## src/rtl/bram_skip_writer_l9_pkg.sv

```systemverilog
// Shared constants for the layer-9 skip buffer: FSM encoding, tile geometry and address width.
// Used by both the skip writer and the skip-read address logic.
package bram_skip_writer_l9_pkg;

    localparam int TILE_COUNT     = 8;
    localparam int TILE_EDGE      = 8;
    localparam int BEATS_PER_FILL = 512;
    localparam int ADDR_W         = 10;
    localparam int CNT_W          = 3;
    localparam int FIELD_W        = ADDR_W / 2;

    typedef logic [1:0] state_t;
    localparam state_t ST_IDLE  = 2'd0;
    localparam state_t ST_WRITE = 2'd1;
    localparam state_t ST_DONE  = 2'd2;

    localparam logic [CNT_W-1:0] Z_FIRST  = 3'd1;
    localparam logic [CNT_W-1:0] EDGE_MAX = 3'(TILE_EDGE - 1);

    // Tiles are stacked two per row band in the order 1,2 | 3,4 | 5,6 | 7,0.
    function automatic logic [FIELD_W-1:0] row_offset(input logic [CNT_W-1:0] z);
        logic [FIELD_W-1:0] off;
        case (z)
            3'd1, 3'd2: off = 5'd0;
            3'd3, 3'd4: off = 5'd8;
            3'd5, 3'd6: off = 5'd16;
            default:    off = 5'd24;
        endcase
        return off;
    endfunction

    function automatic logic [FIELD_W-1:0] col_offset(input logic [CNT_W-1:0] z);
        return z[0] ? 5'd0 : 5'd16;
    endfunction

endpackage

```

## src/rtl/bram_skip_writer_l9_wmap.sv

```systemverilog
// Combinational (z,x,y) -> dual-port skip-BRAM write address mapping.
// Port 2 writes the column band 8 words to the right of port 1.
module bram_skip_wmap_l9
    import bram_skip_writer_l9_pkg::*;
(
    input  logic [2:0] z,
    input  logic [2:0] x,
    input  logic [2:0] y,
    output logic [9:0] waddr1,
    output logic [9:0] waddr2
);

    logic [FIELD_W-1:0] row;
    logic [FIELD_W-1:0] col1;
    logic [FIELD_W-1:0] col2;

    always_comb begin
        row    = {2'b00, x} + row_offset(z);
        col1   = {2'b00, y} + col_offset(z);
        col2   = col1 + 5'd8;
        waddr1 = {row, col1};
        waddr2 = {row, col2};
    end

endmodule

```

## src/rtl/bram_skip_writer_l9.sv

```systemverilog
// Layer-9 skip-buffer writer: streams 512 pixel-pair beats into 1024 skip-BRAM words.
// Optional SKIP_WR_OVERRUN_CHK_EN adds a sticky overrun_err flag for beats offered outside a fill.
module bram_skip_writer_l9
    import bram_skip_writer_l9_pkg::*;
#(
    parameter int DATA_W = 16
) (
    input  logic              clk,
    input  logic              rst,
    input  logic              start,
    input  logic              in_valid,
    output logic              in_ready,
    input  logic [DATA_W-1:0] in_data1,
    input  logic [DATA_W-1:0] in_data2,
    output logic              BRAM_skip_we1,
    output logic              BRAM_skip_we2,
    output logic [9:0]        BRAM_skip_waddr1,
    output logic [9:0]        BRAM_skip_waddr2,
    output logic [DATA_W-1:0] BRAM_skip_wdata1,
    output logic [DATA_W-1:0] BRAM_skip_wdata2,
    output logic              busy,
`ifdef SKIP_WR_OVERRUN_CHK_EN
    output logic              overrun_err,
`endif
    output logic              done
);

    state_t            state_q, state_d;
    logic [CNT_W-1:0]  z_q, z_d, x_q, x_d, y_q, y_d;
    logic              we_q, we_d;
    logic [9:0]        waddr1_q, waddr1_d, waddr2_q, waddr2_d;
    logic [DATA_W-1:0] wdata1_q, wdata1_d, wdata2_q, wdata2_d;
    logic [9:0]        map_waddr1, map_waddr2;
    logic              accept, last_beat;

    bram_skip_wmap_l9 u_wmap (
        .z      (z_q),
        .x      (x_q),
        .y      (y_q),
        .waddr1 (map_waddr1),
        .waddr2 (map_waddr2)
    );

    assign accept    = in_valid && (state_q == ST_WRITE);
    assign last_beat = (z_q == 3'd0) && (x_q == EDGE_MAX) && (y_q == EDGE_MAX);

    always_comb begin
        state_d  = state_q;
        z_d      = z_q;
        x_d      = x_q;
        y_d      = y_q;
        we_d     = 1'b0;
        waddr1_d = waddr1_q;
        waddr2_d = waddr2_q;
        wdata1_d = wdata1_q;
        wdata2_d = wdata2_q;
        case (state_q)
            ST_IDLE: begin
                if (start) begin
                    state_d = ST_WRITE;
                    z_d     = Z_FIRST;
                    x_d     = '0;
                    y_d     = '0;
                end
            end
            ST_WRITE: begin
                if (accept) begin
                    we_d     = 1'b1;
                    waddr1_d = map_waddr1;
                    waddr2_d = map_waddr2;
                    wdata1_d = in_data1;
                    wdata2_d = in_data2;
                    // y is fastest, then x, then tile z (z wraps 7 -> 0 -> 1)
                    y_d = y_q + 3'd1;
                    if (y_q == EDGE_MAX) begin
                        x_d = x_q + 3'd1;
                        if (x_q == EDGE_MAX) begin
                            z_d = z_q + 3'd1;
                        end
                    end
                    if (last_beat) begin
                        state_d = ST_DONE;
                    end
                end
            end
            ST_DONE:  state_d = ST_IDLE;
            default:  state_d = ST_IDLE;
        endcase
    end

    always_ff @(posedge clk or posedge rst) begin
        if (rst) begin
            state_q  <= ST_IDLE;
            z_q      <= Z_FIRST;
            x_q      <= '0;
            y_q      <= '0;
            we_q     <= 1'b0;
            waddr1_q <= '0;
            waddr2_q <= '0;
            wdata1_q <= '0;
            wdata2_q <= '0;
        end else begin
            state_q  <= state_d;
            z_q      <= z_d;
            x_q      <= x_d;
            y_q      <= y_d;
            we_q     <= we_d;
            waddr1_q <= waddr1_d;
            waddr2_q <= waddr2_d;
            wdata1_q <= wdata1_d;
            wdata2_q <= wdata2_d;
        end
    end

`ifdef SKIP_WR_OVERRUN_CHK_EN
    logic overrun_q, overrun_d;

    always_comb begin
        overrun_d = overrun_q;
        if (start) begin
            overrun_d = 1'b0;
        end else if (in_valid && (state_q != ST_WRITE)) begin
            overrun_d = 1'b1;
        end
    end

    always_ff @(posedge clk or posedge rst) begin
        if (rst) begin
            overrun_q <= 1'b0;
        end else begin
            overrun_q <= overrun_d;
        end
    end

    assign overrun_err = overrun_q;
`endif

    assign in_ready         = (state_q == ST_WRITE);
    assign busy             = (state_q == ST_WRITE) || (state_q == ST_DONE);
    assign done             = (state_q == ST_DONE);
    assign BRAM_skip_we1    = we_q;
    assign BRAM_skip_we2    = we_q;
    assign BRAM_skip_waddr1 = waddr1_q;
    assign BRAM_skip_waddr2 = waddr2_q;
    assign BRAM_skip_wdata1 = wdata1_q;
    assign BRAM_skip_wdata2 = wdata2_q;

endmodule

```

## config.mk

```make
export PLATFORM = sky130hd
export DESIGN_NAME = bram_skip_writer_l9
export DESIGN_NICKNAME = d
export VERILOG_FILES = /design/src/rtl/bram_skip_writer_l9_pkg.sv /design/src/rtl/bram_skip_writer_l9_wmap.sv /design/src/rtl/bram_skip_writer_l9.sv
export SDC_FILE = /design/constraint.sdc
export NUM_CORES = 1
export LEC_CHECK = 0
export ABC_CLOCK_PERIOD_IN_PS = 3300
export CAP_MARGIN = 25
export CELL_PAD_IN_SITES_DETAIL_PLACEMENT = 1
export CELL_PAD_IN_SITES_GLOBAL_PLACEMENT = 2
export CORE_ASPECT_RATIO = 0.5
export CORE_MARGIN = 4
export CORE_UTILIZATION = 30
export CTS_CLUSTER_SIZE = 14
export DETAILED_ROUTE_END_ITERATION = 12
export HOLD_SLACK_MARGIN = 0.15
export PLACE_DENSITY_LB_ADDON = 0.1
export SYNTH_ARGS = -nofsm -noshare
export SYNTH_HDL_FRONTEND = slang
export SYNTH_SLANG_ARGS = --single-unit
```

## constraint.sdc

```tcl
create_clock -name clk -period 3.3 [get_ports clk]
set_clock_uncertainty 0.05 [all_clocks]
set_input_delay 0.825 -clock clk [delete_from_list [all_inputs] [get_ports clk]]
set_output_delay 0.825 -clock clk [all_outputs]
set_load 0.03 [all_outputs]
```

==> impl_metrics.env, run 1 <==
export IMPL_rsz0062_at_grt="no"
export IMPL_ys_warn_count=0
export IMPL_worst_setup_path_start_kind="flip-flop"
export IMPL_peakVddDrop_mv=0.350
export IMPL_grt_start_max_net_pins=31
export IMPL_fmax_ghz=0.369
export IMPL_antenna_violating_nets_post_route=0
export IMPL_port_buffers=91
export IMPL_insertion_delay_ps=290
export IMPL_synthMuxAreaShare_pct=17.9
export IMPL_grt_pass1_vias=1889
export IMPL_overflow=0
export IMPL_synth_top_area_share_pct=54.1
export IMPL_avgSynthCellArea_um2=12.8
export IMPL_switchingPower_mw=1.44
export IMPL_internal_power_mw=2.14
export IMPL_ys_flop_type="dfrtp_1"
export IMPL_postCtsHoldBufs=0
export IMPL_globalRouteTotalUtil_pct=13.4
export IMPL_firstDrtPassIters=4
export IMPL_initial_core_util_pct=32.1
export IMPL_yosys_top_cells_count="53 x dfrtp_1, 36 x mux2_2, 15 x nand2_1"
export IMPL_finalSetupViolations=0
export IMPL_synth_edff_count=0
export IMPL_n_antenna_cell=0
export IMPL_swShare_pct=40.2
export IMPL_ys_ff_latch=54
export IMPL_grt_antenna_before_repair=0
export IMPL_ys_seq_area_share_pct=55.2
export IMPL_crit_path_cell_trace="inv_1 > ha_1 > buf_4 > clkdlybuf4s50_1"
export IMPL_cts_root_buf="clkbuf_16"
export IMPL_crit_required_ps=2420
export IMPL_drc=0
export IMPL_worst_setup_path_type="reg2out"
export IMPL_worstMarginPinSlew_ps=582
export IMPL_relSlewSlack_pct=61.1
export IMPL_power_share_sequential_pct=30.6
export IMPL_synthCells=192
export IMPL_num_vias=1741
export IMPL_gp_routability_congestion=0.686
export IMPL_crit_path_end_kind="output pin"
export IMPL_cts_tree="done"
export IMPL_crit_fanout=13
export IMPL_clk_path_buf_depth=2
export IMPL_drt_iter0_drc=61
export IMPL_synth_area_leaders="dfrtp_1 54%, mux2_2 17%, ha_1 5.6%, buf_4 3.7%, nand2_1 2.3%"
export IMPL_core_um2=7620
export IMPL_viasPerCell=4.55
export IMPL_die_area_um2=9760
export IMPL_wl_per_cell_um=16.8
export IMPL_worstPathArrival_ps=1830
export IMPL_p_clk_share_pct=17.7
export IMPL_clkTransAtPathRegs_ps=70
export IMPL_synth_nets=239
export IMPL_die_w_um=136
export IMPL_area_growth_pct=46.1
export IMPL_postCtsSetupRepairBufs=0
export IMPL_synth_xor_area_share_pct=0
export IMPL_dpl_instance_area_um2=3400
export IMPL_drive_gt1_share_pct=18.9
export IMPL_hp_class="reg2reg"
export IMPL_yosysMostFrequentCell="dfrtp_1"
export IMPL_synth_top_family_by_area="multiplexers"
export IMPL_routed_wl_um=6430
export IMPL_synth_compound_area_share_pct=5.87
export IMPL_cts_resized=0
export IMPL_grt_pass1_wl_um=10300
export IMPL_power_share_combinational_pct=51.7
export IMPL_async_reset_ff_share_pct=100
export IMPL_cpPeakStageDelay_ps=700
export IMPL_slowest_stage="clkdlybuf4s50_1"
export IMPL_cts_htree_levels=2
export IMPL_post_route_util_pct=46.9
export IMPL_num_rows=22
export IMPL_finalNetCount=321
export IMPL_ys_types=35
export IMPL_stdcell_count=383
export IMPL_die_h_um=71.9
export IMPL_dpl_hpwl_um=4820
export IMPL_hold_viol=0
export IMPL_fin_crit_ps=2710
export IMPL_yosys_area_share_simple_pct=7.97
export IMPL_status="finished, final reports clean"
export IMPL_netlist_area_um2=2450
export IMPL_p_leak_nw=1.53
export IMPL_period_share_pct=82.1
export IMPL_p_per_area_nw_per_um2=1000
export IMPL_dp_cells=375
export IMPL_maxSlewViolCount=0
export IMPL_clock_sinks=54
export IMPL_fin_setup_tns_ps=0
export IMPL_synth_area_leader_cell="dfrtp_1"
export IMPL_synthAdderAreaFrac_pct=5.62
export IMPL_io_pins=93
export IMPL_cts_buffers=5
export IMPL_post_route_cell_area_um2=3580
export IMPL_drv_cap=0
-- worst max-delay path, delay by kind of cell (launching register included) --
family / cells / cell delay, ps
buffers and inverters: 3 / 990
flip-flops: 1 / 400
adder cells (fa/ha/maj): 1 / 140
-- logic make-up (layout without fill, tap and decap cells) --
family,after synthesis,count (layout)
AO/OA/AOI/OAI,22,22
adder cells (fa/ha/maj),11,11
buffers and inverters,28,111
flip-flops,54,54
multiplexers,38,38
other,1,1
AND/OR/NAND/NOR,38,38
-- layout by cell type (no fill, tap or decap), types with 2 or more instances in the layout --
cell type | synthesis | final
clkdlybuf4s50_1 | 0 | 91
dfrtp_1 | 53 | 53
mux2_2 | 36 | 36
nand2_1 | 15 | 14
ha_1 | 11 | 11
inv_1 | 8 | 7
nor2b_1 | 6 | 6
o21ai_0 | 6 | 6
nand3_1 | 5 | 5
a21oi_1 | 5 | 5
clkbuf_16 | 0 | 5
nand4_1 | 4 | 4
nand2b_1 | 2 | 2
o32ai_1 | 2 | 2
inv_2 | 1 | 2
a31oi_1 | 2 | 2
buf_12 | 0 | 2
-- worst paths after layout --
kind	start	endpoint	slack [ps]	cells past startpoint
worst max-delay path	state_q[1]$_DFFE_PP0P_	in_ready	590	4
worst min-delay path	BRAM_skip_waddr2[3]$_DFFE_PP0P_	BRAM_skip_waddr2[3]$_DFFE_PP0P_	430	1
worst max register to register	state_q[1]$_DFFE_PP0P_	BRAM_skip_wdata2[14]$_DFFE_PP0P_	1310	6
worst min register to register	BRAM_skip_waddr2[3]$_DFFE_PP0P_	BRAM_skip_waddr2[3]$_DFFE_PP0P_	430	1
max in group asynchronous	rst	BRAM_skip_waddr2[5]$_DFFE_PP0P_	1770	3
min in group asynchronous	rst	BRAM_skip_wdata2[1]$_DFFE_PP0P_	860	2
-- registers in the layout (all words and copies together) (netlist names) --
register	flops
BRAM_skip_wdata1	16
BRAM_skip_wdata2	16
BRAM_skip_waddr2	9
x_q	3
y_q	3
z_q	3
state_q	2
BRAM_skip_waddr1	1
BRAM_skip_we1	1
-- per-layer routing --
layer / GRT usage [%] / share of wire [%] / vias to the layer above
met5: 0 / 0 / -
met4: 3.69 / 1.2 / 0
met3: 3.88 / 6.3 / 7
met2: 21.3 / 44 / 54
met1: 18.2 / 49 / 861
li1: - / - / 819
-- power by group through the flow --
stage,Clock [mW],Combinational [mW],Sequential [mW]
2_1_floorplan,0,0.679,1.56
3_3_place_gp,0,1.84,1.09
3_5_place_dp,0,1.87,1.11
4_1_cts,0.652,1.88,1.10
5_1_grt,0.679,1.97,1.13
6_report,0.633,1.85,1.09
-- cell type report --
cell class	count	area, µm²
clock buffer	6	139
sequential	54	1350
timing repair buffer	94	958
multi-input combinational	110	922
tap	108	135
clock inverter	2	38.8
fill	798	4050
inverter	9	33.8
-- metrics by stage --
| step | hold slack (ps) | total power [mW] | setup WS, ps |
|---|---|---|---|
| 2_1_floorplan | 435 | 2.24 | 1110 |
| 3_3_place_gp | 402 | 2.93 | 689 |
| 3_5_place_dp | 418 | 2.99 | 621 |
| 4_1_cts | 436 | 3.63 | 564 |
| 5_1_grt | 459 | 3.78 | 518 |
| 6_report | 431 | 3.58 | 591 |
No activity file was read; power rests on OpenSTA's default activity.
==> inputs of run 2 (changes only) <==
- ABC_CLOCK_PERIOD_IN_PS: 3300 -> 2300
- CORE_UTILIZATION: 30 -> 25
- clock period: 3.3 -> 2.3 ns (I/O delays scaled with it)
==> run 2 against run 1 <==
  * Core utilization decreased by 8.6 points
  * Final cell count up 8.1%
  * Register-to-register slack worse by 820 ps
  * Worst setup slack got worse by 500 ps
  * Via count is 0.80% higher
  * Sequential power is 43% higher
  * Global-route usage fell by 2.6 points
  * Non-clock buffer count rose by 5
  * Sequential cell count stayed put
  * Wire length down 5.1%
  * Critical endpoint is now done
==> impl_metrics.env, run 2 (synthesis gave the netlist of run 1 again) <==
export IMPL_die_w_um=148
export IMPL_post_route_cell_area_um2=3650
export IMPL_port_buffers=91
export IMPL_post_route_util_pct=38.4
export IMPL_die_h_um=78
export IMPL_drv_cap=0
export IMPL_crit_path_end_kind="output pin"
export IMPL_fin_crit_ps=2210
export IMPL_overflow=0
export IMPL_fmax_ghz=0.453
export IMPL_firstDrtPassIters=3
export IMPL_drive_gt1_share_pct=20.4
export IMPL_p_per_area_nw_per_um2=1390
export IMPL_crit_fanout=3
export IMPL_clkTransAtPathRegs_ps=70
export IMPL_grt_busiest_layer="met2"
export IMPL_drt_iter0_drc=40
export IMPL_postCtsHoldBufs=0
export IMPL_viasPerCell=4.24
export IMPL_grt_antenna_before_repair=0
export IMPL_worst_setup_path_start_kind="flip-flop"
export IMPL_globalRouteMet2Util_pct=19.4
export IMPL_peakVddDrop_mv=0.325
export IMPL_antenna_violating_nets_post_route=0
export IMPL_initial_core_util_pct=25.8
export IMPL_worstPathArrival_ps=1580
export IMPL_grt_start_max_net_pins=26
export IMPL_routed_wl_um=6100
export IMPL_area_growth_pct=49.0
export IMPL_wl_per_cell_um=14.7
export IMPL_num_vias=1755
export IMPL_final_cell_mix="89 x clkdlybuf4s50_1, 53 x dfrtp_1, 36 x mux2_2"
export IMPL_cts_htree_levels=2
export IMPL_finalNetCount=326
export IMPL_cts_buffers=5
export IMPL_globalRouteTotalUtil_pct=10.9
export IMPL_clock_sinks=54
export IMPL_power_mw=5.08
export IMPL_dpl_instance_area_um2=3480
export IMPL_stdcell_count=414
export IMPL_hold_viol=0
export IMPL_dpl_hpwl_um=4670
export IMPL_cts_root_buf="clkbuf_16"
export IMPL_period_share_pct=96.1
export IMPL_worst_setup_path_type="reg2out"
export IMPL_die_area_um2=11500
export IMPL_use_met1_pct=12.7
export IMPL_fin_setup_tns_ps=0
export IMPL_hp_class="reg2reg"
export IMPL_n_antenna_cell=0
export IMPL_gp_routability_congestion=0.731
export IMPL_postCtsSetupRepairBufs=0
export IMPL_cts_tree="done"
export IMPL_clk_path_buf_depth=2
export IMPL_io_pins=93
export IMPL_drc=0
export IMPL_status="finished, final reports clean"
export IMPL_finalSetupViolations=0
export IMPL_grt_pass1_vias=1923
export IMPL_layout_commonest_cell="clkdlybuf4s50_1"
export IMPL_core_um2=9510
export IMPL_p_leak_nw=1.55
export IMPL_insertion_delay_ps=290
export IMPL_cts_resized=1
export IMPL_dp_cells=407
export IMPL_maxSlewViolCount=0
export IMPL_crit_required_ps=1670
export IMPL_grt_pass1_wl_um=10000
export IMPL_num_rows=25
export IMPL_rsz0062_at_grt="no"
export IMPL_grtUsageMet3_pct=3.85
[run 2: final timing paths]
check | start | to | slack, ps | cells past startpoint
max in group asynchronous | rst | z_q[0]$_DFFE_PP1P_ | 1080 | 3
min in group asynchronous | rst | BRAM_skip_wdata2[1]$_DFFE_PP0P_ | 570 | 2
setup reg to reg | state_q[1]$_DFFE_PP0P_ | x_q[1]$_DFFE_PP0P_ | 490 | 5
hold / removal | BRAM_skip_waddr2[3]$_DFFE_PP0P_ | BRAM_skip_waddr2[3]$_DFFE_PP0P_ | 420 | 1
hold reg to reg | BRAM_skip_waddr2[3]$_DFFE_PP0P_ | BRAM_skip_waddr2[3]$_DFFE_PP0P_ | 420 | 1
setup / recovery | state_q[0]$_DFFE_PP0P_ | done | 90 | 3
[run 2: final cells by class]
class / instances / area [µm²]
inverters: 9 / 33.8
flip-flops and latches: 54 / 1350
well taps: 135 / 169
clock inverters: 1 / 30.0
fillers: 1044 / 5860
repair buffers: 99 / 1000
multi-input cells: 110 / 922
clock buffers: 6 / 139
[run 2: metal layers]
metal | part of all wire, % | up-vias
li1 | - | 826
met3 | 6.0 | 5
met2 | 49 | 43
met5 | 0 | -
met1 | 44 | 881
met4 | 0.64 | 0
[run 2: worst max-delay path, stage by stage, from the launching register on]
cell	delay, ps
dfrtp_1	400
inv_1	90
ha_1	140
clkdlybuf4s50_1	670
[run 2: stage by stage]
stage               hold slack, ps  setup WS [ps]
global placement               403            277
floorplan                      435            362
CTS                            428           62.1
global route                   434           12.5
detailed placement             412            276
finish                         420           90.5
[run 2: power breakdown]
group	internal (mW)	switching (mW)
clock network	0.538	0.335
logic	1.19	1.45
registers	1.34	0.227
total	3.07	2.01
==> patch, RTL diff (config.mk and constraints of run 1) <==
The option `SKIP_WR_OVERRUN_CHK_EN` is turned on by a define.
--- a/src/rtl/bram_skip_writer_l9.sv
+++ b/src/rtl/bram_skip_writer_l9.sv
@@ -1,4 +1,6 @@
 // Layer-9 skip-buffer writer: streams 512 pixel-pair beats into 1024 skip-BRAM words.
 // Optional SKIP_WR_OVERRUN_CHK_EN adds a sticky overrun_err flag for beats offered outside a fill.
+`define SKIP_WR_OVERRUN_CHK_EN
+
 module bram_skip_writer_l9
     import bram_skip_writer_l9_pkg::*;
Check against the original RTL (old outputs only; new: overrun_err): equivalent (equiv_simple and equiv_induct, registers matched by name and starting in step).
==> patch against run 1 <==
  * Count of clock-buffer cells in the layout unchanged
  * Worst setup slack better by 160 ps
  * Sequential cell count up 1
  * Register-to-register slack better by 200 ps
  * Total power up 5.8%
  * First-iteration DRC count down 9.8%
  * Wire length down 3.8%
  * Area after synthesis up 0.10%
  * Sequential share of layout area up 0.54 points
  * Design area up 0.42%
  * Critical path type unchanged
  * Largest cell class unchanged
==> patch: results (changes against run 1) <==
metric;value;unit;change
Slew @ Worst Pin;625.2;ps;+43.17 ps
Post-Layout Cell Count;389;;+1.6%
Commonest cells post-synth;dfrtp_1, mux2_1, nand2_1;;
Post-layout nets;327;;+1.9%
number of global-route vias before repair;1879;;-0.53%
post-placement cell count;381;;+1.6%
mux share of post-synthesis cell area;17.76;%;-0.17 points
CP Data Arrival Time;1670;ps;-160 ps
Vias/cell;4.463;;-1.8%
Final Wtd Congestion;0.7550;;+10%
largest net degree at the start of global routing;30;;-3.2%
post-DP HPWL;4.751;mm;-1.4%
layout cells sized above 1;6.406;%;-13 points
Synth Area in Compound Gates;7.194;%;+1.3 points
clock power share;16.2;%;-1.5 points
Worst VDD drop;0.0003276;V;-6.5%
Detailed Route WL;6.183;mm;-3.8%
outcome;finished clean;;
sequential fraction of the synthesis area;56.17;%;+0.96 points
GRT Resource Usage Total;13.17;%;-0.25 points
crit-path max cell delay;660;ps;-40 ps
worst-path fanout max;3;;-10
number of fill cells;829;;+3.9%
P_leak;1.537;nW;+0.66%
synthesized instance count;196;;+2.1%
adder-cell share of the synthesized area;5.612;%;-0.0057 points
switching fraction of total power;41.79;%;+1.6 points
clock-net power;614;uW;-3%
PortBufs;92;;+1.1%
first-pass GRT wire length;9.929;mm;-3.2%
syn nets;243;;+1.7%
[patch: cell types whose count changed in the layout (fill, tap and decap cells not counted), sizes merged, moves of 2 or more]
cell | before | now
o21ai | 6 | 11
nand2 | 15 | 17
inv | 10 | 13
a21oi | 5 | 7
mux2i | 1 | 3
nor2b | 6 | 1
nor2 | 1 | 3
nand4 | 4 | 1
[patch: cell families (layout without fill, tap and decap cells)]
| logic type | count (synthesis) | after routing |
|---|---|---|
| adder cells (fa/ha/maj) | 11 | 11 |
| other | 1 | 1 |
| flip-flops | 55 | 55 |
| AO/OA/AOI/OAI | 27 | 27 |
| buffers and inverters | 31 | 116 |
| AND/OR/NAND/NOR | 32 | 32 |
| multiplexers | 39 | 39 |
[patch: area by class of cell]
class | instances | area (um^2) | share of cell area, %
Timing Repair Buffer | 96 | 963.4 | 26.80
Multi-Input combinational cell | 110 | 905.9 | 25.20
Inverter | 12 | 45.04 | 1.253
Clock inverter | 2 | 38.79 | 1.079
Sequential cell | 55 | 1378 | 38.32
Clock buffer | 6 | 128.9 | 3.585
Tap cell | 108 | 135.1 | 3.759
[patch: path summary, 6_finish.rpt]
check                               startpoint              endpoint  slack (ps)  cells after the start
hold reg to reg            BRAM_skip_waddr2[3]   BRAM_skip_waddr2[3]         430                      1
setup reg to reg                    state_q[1]  BRAM_skip_wdata2[10]        1510                      6
max in group asynchronous                  rst                z_q[0]        1660                      3
min in group asynchronous                  rst  BRAM_skip_wdata2[10]         870                      2
setup / recovery                    state_q[1]                  busy         750                      3
hold / removal             BRAM_skip_waddr2[3]   BRAM_skip_waddr2[3]         430                      1
[patch: per-layer routing]
metal | track usage [%] | share of wire, %
met1 | 17.15 | 47
met2 | 20.81 | 44
met3 | 4.294 | 7.2
met4 | 4.693 | 1.4
met5 | 0 | 0
